==> src/rtl/spm_loader.sv <==
// Byte-stream program loader: receives a length-prefixed word stream and writes it into the SPM,
// then enables the CPU. Define SPM_LOADER_CHECKSUM_EN to require a trailing XOR checksum byte.
module spm_loader #(
    parameter int SPM_DEPTH = 4096
) (
    input  logic        clk,
    input  logic        reset,
    input  logic [7:0]  rx_data,
    input  logic        rx_valid,
    output logic        rx_ready,
    output logic [29:0] spm_addr,
    output logic        spm_as_,
    output logic        spm_rw,
    output logic [31:0] spm_wr_data,
    output logic        cpu_en,
    output logic        busy,
    output logic        err
);

    typedef enum logic [2:0] {
        S_LEN0,
        S_LEN1,
        S_BYTE,
        S_WRITE,
        S_RUN,
        S_ERR
`ifdef SPM_LOADER_CHECKSUM_EN
        , S_CSUM
`endif
    } state_t;

    state_t      state_q, state_d;
    state_t      done_state;
    logic [7:0]  len_lo_q, len_lo_d;
    logic [15:0] n_q, n_d;
    logic [15:0] idx_q, idx_d;
    logic [1:0]  cnt_q, cnt_d;
    logic [31:0] word_q, word_d;
    logic [29:0] addr_q, addr_d;
    logic [31:0] wdata_q, wdata_d;
    logic [15:0] n_new;
    logic        accepting;
    logic        accept;
    logic        last_word;

`ifdef SPM_LOADER_CHECKSUM_EN
    logic [7:0]  csum_q, csum_d;
    assign done_state = S_CSUM;
`else
    assign done_state = S_RUN;
`endif

    always_comb begin
        accepting = 1'b0;
        case (state_q)
            S_LEN0, S_LEN1, S_BYTE: accepting = 1'b1;
`ifdef SPM_LOADER_CHECKSUM_EN
            S_CSUM:                 accepting = 1'b1;
`endif
            default:                accepting = 1'b0;
        endcase
    end

    // Outputs are gated by reset so nothing is accepted or strobed during the reset cycle.
    assign rx_ready    = accepting && !reset;
    assign accept      = rx_valid && rx_ready;
    assign spm_as_     = !((state_q == S_WRITE) && !reset);
    assign spm_rw      = (state_q == S_WRITE) && !reset;
    assign spm_addr    = addr_q;
    assign spm_wr_data = wdata_q;
    assign cpu_en      = (state_q == S_RUN);
    assign err         = (state_q == S_ERR);
`ifdef SPM_LOADER_CHECKSUM_EN
    assign busy        = (state_q == S_LEN1) || (state_q == S_BYTE) ||
                         (state_q == S_WRITE) || (state_q == S_CSUM);
`else
    assign busy        = (state_q == S_LEN1) || (state_q == S_BYTE) || (state_q == S_WRITE);
`endif

    assign n_new     = {rx_data, len_lo_q};
    assign last_word = ({1'b0, idx_q} + 17'd1) == {1'b0, n_q};

    // Each incoming byte lands in the lane selected by the running byte count.
    for (genvar gi = 0; gi < 4; gi++) begin : g_lane
        assign word_d[gi*8 +: 8] = (state_q == S_BYTE && accept && cnt_q == 2'(gi))
                                   ? rx_data : word_q[gi*8 +: 8];
    end

    always_comb begin
        state_d  = state_q;
        len_lo_d = len_lo_q;
        n_d      = n_q;
        idx_d    = idx_q;
        cnt_d    = cnt_q;
        addr_d   = addr_q;
        wdata_d  = wdata_q;
`ifdef SPM_LOADER_CHECKSUM_EN
        csum_d   = csum_q;
        if (accept && state_q != S_CSUM) begin
            csum_d = csum_q ^ rx_data;
        end
`endif
        case (state_q)
            S_LEN0: begin
                if (accept) begin
                    len_lo_d = rx_data;
                    state_d  = S_LEN1;
                end
            end
            S_LEN1: begin
                if (accept) begin
                    n_d = n_new;
                    if ({16'd0, n_new} > 32'(SPM_DEPTH)) begin
                        state_d = S_ERR;
                    end else if (n_new == 16'd0) begin
                        state_d = done_state;
                    end else begin
                        idx_d   = 16'd0;
                        cnt_d   = 2'd0;
                        state_d = S_BYTE;
                    end
                end
            end
            S_BYTE: begin
                if (accept) begin
                    cnt_d = cnt_q + 2'd1;
                    if (cnt_q == 2'd3) begin
                        addr_d  = {14'd0, idx_q};
                        wdata_d = word_d;
                        state_d = S_WRITE;
                    end
                end
            end
            S_WRITE: begin
                // The index stops at N-1 once the final word has been written.
                if (last_word) begin
                    state_d = done_state;
                end else begin
                    idx_d   = idx_q + 16'd1;
                    state_d = S_BYTE;
                end
            end
`ifdef SPM_LOADER_CHECKSUM_EN
            S_CSUM: begin
                if (accept) begin
                    state_d = (rx_data == csum_q) ? S_RUN : S_ERR;
                end
            end
`endif
            default: state_d = state_q;
        endcase
    end

    always_ff @(posedge clk) begin
        if (reset) begin
            state_q  <= S_LEN0;
            len_lo_q <= 8'd0;
            n_q      <= 16'd0;
            idx_q    <= 16'd0;
            cnt_q    <= 2'd0;
            word_q   <= 32'd0;
            addr_q   <= 30'd0;
            wdata_q  <= 32'd0;
`ifdef SPM_LOADER_CHECKSUM_EN
            csum_q   <= 8'd0;
`endif
        end else begin
            state_q  <= state_d;
            len_lo_q <= len_lo_d;
            n_q      <= n_d;
            idx_q    <= idx_d;
            cnt_q    <= cnt_d;
            word_q   <= word_d;
            addr_q   <= addr_d;
            wdata_q  <= wdata_d;
`ifdef SPM_LOADER_CHECKSUM_EN
            csum_q   <= csum_d;
`endif
        end
    end

endmodule

==> config.mk <==
export PLATFORM = sky130hd
export DESIGN_NAME = spm_loader
export DESIGN_NICKNAME = d
export VERILOG_FILES = /design/src/rtl/spm_loader.sv
export SDC_FILE = /design/constraint.sdc
export NUM_CORES = 1
export LEC_CHECK = 0
export ABC_AREA = 1
export BUFFER_PORTS_ARGS = -buffer_cell sky130_fd_sc_hd__buf_2
export CAP_MARGIN = 20
export CORE_UTILIZATION = 25
export DETAILED_ROUTE_END_ITERATION = 7
export GPL_TIMING_DRIVEN = 0
export PLACE_DENSITY = 0.5
export SETUP_SLACK_MARGIN = 0.4
export SLEW_MARGIN = 20
export SYNTH_ARGS = -nofsm -noshare
export SYNTH_HDL_FRONTEND = slang
export SYNTH_SLANG_ARGS = --single-unit
==> constraint.sdc <==
create_clock -name clk -period 2 [get_ports clk]
set_input_delay 0.1 -clock clk [delete_from_list [all_inputs] [get_ports clk]]
set_output_delay 0.1 -clock clk [all_outputs]
set_load 0.005 [all_outputs]
==> metrics.csv <==
metric;value;unit
Area Overhead vs Synth;62.1;%
1st-iter DRT viols;283;
Final Setup Violations;16;
Worst-path clk slew;60;ps
Placer Congestion;0.886;
CTS tree;built;
CTS Buf Count;17;
# nets final;963;
ys async rst share;0;%
Setup Crit Path Kind;flop to flop;
Starting Density;25.6;%
IO Count;79;
clk buf depth;2;
post-synthesis sequential area ratio;43.3;%
routed len/inst;14.8;um
CP Cell Sequence;ha_4 > nand2_8 > nor2_4 > nand3_2 > nand3_2 > nand2_1 > nor2_1 > nand3_1 > nor2_4 > nand4_4 > nand3_4 > buf_6 > nand2_2 > nand2_2 > nor2_1;
# DRC;0;
Routed Antenna Nets;0;
critical path's slowest cell;dfxtp_4;
Worst Setup End Kind;flop;
Slew Viols, Final;0;
root buffer cell;clkbuf_16;
Synth Area in Compound Gates;14.9;%
total core area;0.0211;mm^2
#FFs+latches synth;117;
Setup Skew;11.7;ps
GRT overflow;0;
main combinational cell family by area after synthesis;simple AND/OR/NAND/NOR gates;
pre-CTS setup slack;-393;ps
maximum fanout along the worst path;5;
Final HPWL DP;11500;um
Worst-Margin Slew;805;ps
Pwr per Cell Area;688;mW/mm^2
Die Ht;149;um
hold crit path type;input pin to flop;
Fin Setup TNS;-1340;ps
Port Buffers;63;
Via Count;5576;
Post-synth EDFFs;0;
crit path time final;2110;ps
Sw Share;24.7;%
part of the power in the clock network;51.7;%
Arr. time, crit path;2430;ps
htree depth;4;
DIE WIDTH;149;um
GRT Util Overall;16.7;%
worst setup margin;-111;ps
post-synthesis mux area share;0.555;%
combinational cell fraction of total power;8.4;%
failing checks;negative setup slack;
clk_lat worst skew;430;ps
count of cell types in the netlist;30;
multi-input logic area;0.00337;mm^2
Area after DPL;0.00615;mm^2
DRT Wirelength;18200;um
post-route cell area;0.00877;mm^2
max_slew headroom;46.4;%
drt first pass iters;5;
startpoint class of the critical path;flop;
max incr delay on CP;360;ps
Diodes inserted;0;
post-DR vias/cell;4.51;
Psw;0.00149;W
register area;0.00237;mm^2
vias in the first global route;5357;
post-synthesis area per instance;6.98;um^2
max_cap viols;0;
fin crit share;106;%
layout cells sized above 1;42.3;%
Syn Inst Count;775;
die footprint;0.0222;mm^2
final hold violation count;0;
Synth Area in Simple Gates;27.6;%
peak supply drop;0.656;mV
CP Data Required Time;2320;ps
Mapped Area;0.00541;mm^2
Post-Synth XOR/XNOR Area;0.324;%
Synth Area in Adders;1.16;%
internal power;0.00454;W
# rows;53;
status;complete, but fails checks;
number of fill cells;2153;
largest net degree at the start of global routing;17;
initial antenna violation count;0;
Syn. warnings;0;
Max Clock Freq;474;MHz
first-pass GRT wire length;28200;um
Post-synth top flop;dfxtp_1;
Leak;3.79;nW
sequential power share;39.9;%
RSZ-0062 raised after global routing;yes;
Clock Sinks;117;
[cell type report]
class / count / share of cell area (%)
multi-input cells: 521 / 38.5
clock buffers: 22 / 5.54
flip-flops and latches: 117 / 27.0
plain buffers: 51 / 5.48
well taps: 275 / 3.92
clock inverters: 10 / 1.37
inverters: 100 / 4.59
repair buffers: 139 / 13.6
[per-layer routing]
layer  part of all wire (%)  GRT usage, %
met1                     44          20.4
met2                     49          27.7
met3                    4.3          3.79
met4                    2.8          7.45
met5                      0             0
[stage by stage]
stage	instances	hold slack, ps	util (%)	total power (W)
floorplan	788	235	-	0.00267
global placement	1126	372	29.2	0.00278
detailed placement	1126	384	29.2	0.00278
CTS	1212	59.7	38.8	0.00601
global route	1235	102	41.6	0.00623
finish	1235	103	41.6	0.00604
[power groups by stage]
stage	Combinational [W]	Clock, W	Sequential, W
after CTS	0.000437	0.00317	0.00240
final	0.000505	0.00312	0.00241
after detailed placement	0.000332	0	0.00245
after floorplan	0.000231	0	0.00244
after global placement	0.000331	0	0.00245
after global routing	0.000557	0.00326	0.00241
[worst paths after layout]
check,from,cells after the start,slack (ps),end
worst max-delay path,idx_q[0]$_SDFFE_PP0P_,15,-110,idx_q[12]$_SDFFE_PP0P_
worst min-delay path,rx_data[7],3,100,spm_wr_data[31]$_SDFFE_PP0P_
worst max register to register,idx_q[0]$_SDFFE_PP0P_,15,-110,idx_q[12]$_SDFFE_PP0P_
worst min register to register,len_lo_q[4]$_SDFFE_PP0P_,2,460,n_q[4]$_SDFFE_PP0P_
[cells in the mapped netlist, types with 2 or more instances]
library cell,count,share of area [%]
a21oi_1,73,6.8
buf_2,14,1.3
buf_4,14,1.9
buf_6,2,0.42
clkbuf_1,21,1.5
dfxtp_1,117,43
ha_1,5,1.2
inv_1,91,6.3
inv_2,8,0.56
mux2i_1,3,0.56
nand2_1,167,12
nand2_2,5,0.58
nand3_1,32,3.0
nand3b_1,3,0.42
nand4_1,22,2.5
nor2_1,104,7.2
nor2_2,6,0.69
nor2_4,4,0.83
nor3_1,3,0.28
o211ai_1,27,3.7
o21ai_0,45,4.2
[critical path: cells and delay by family, from the launching register on]
kind	cells	cell delay, ps
fa+ha+maj	1	190
buf+inv	1	160
flops	1	360
simple gates	13	1260
[registers in the layout, indices dropped and copies added (netlist names)]
register	count
spm_wr_data	32
word_q	24
idx_q	16
n_q	16
spm_addr	16
len_lo_q	8
state_q	3
cnt_q	2
[layout by cell type (no fill, tap or decap), types with 22 or more instances in the layout]
| cell type | Yosys | layout |
|---|---|---|
| buf_4 | 14 | 43 |
| a21oi_1 | 73 | 23 |
| a21oi_2 | 0 | 40 |
| buf_6 | 2 | 32 |
| o211ai_1 | 27 | 27 |
| dfxtp_1 | 117 | 104 |
| nand4_1 | 22 | 22 |
| nand3_1 | 32 | 27 |
| nor2_1 | 104 | 70 |
| nor2_4 | 4 | 35 |
| nand2_2 | 5 | 33 |
| nand2_1 | 167 | 127 |
| clkbuf_16 | 0 | 23 |
| inv_1 | 91 | 80 |
| buf_2 | 14 | 65 |
[what timing repair did]
action	4_1_cts	5_1_grt
endpoints found under the setup margin	119	119
pin swaps	67	43
hold buffers	7	0
gates resized for setup	287	101
endpoints found under the hold margin	7	0
buffers inserted	38	18
cloned	9	5
[logic make-up after synthesis]
group | count (synthesis)
compound gates | 147
xor+xnor | 2
fa+ha+maj | 5
buf+inv | 151
flops | 117
mux | 3
other cells | 1
simple gates | 349
Power figures use the tool's default switching activity.
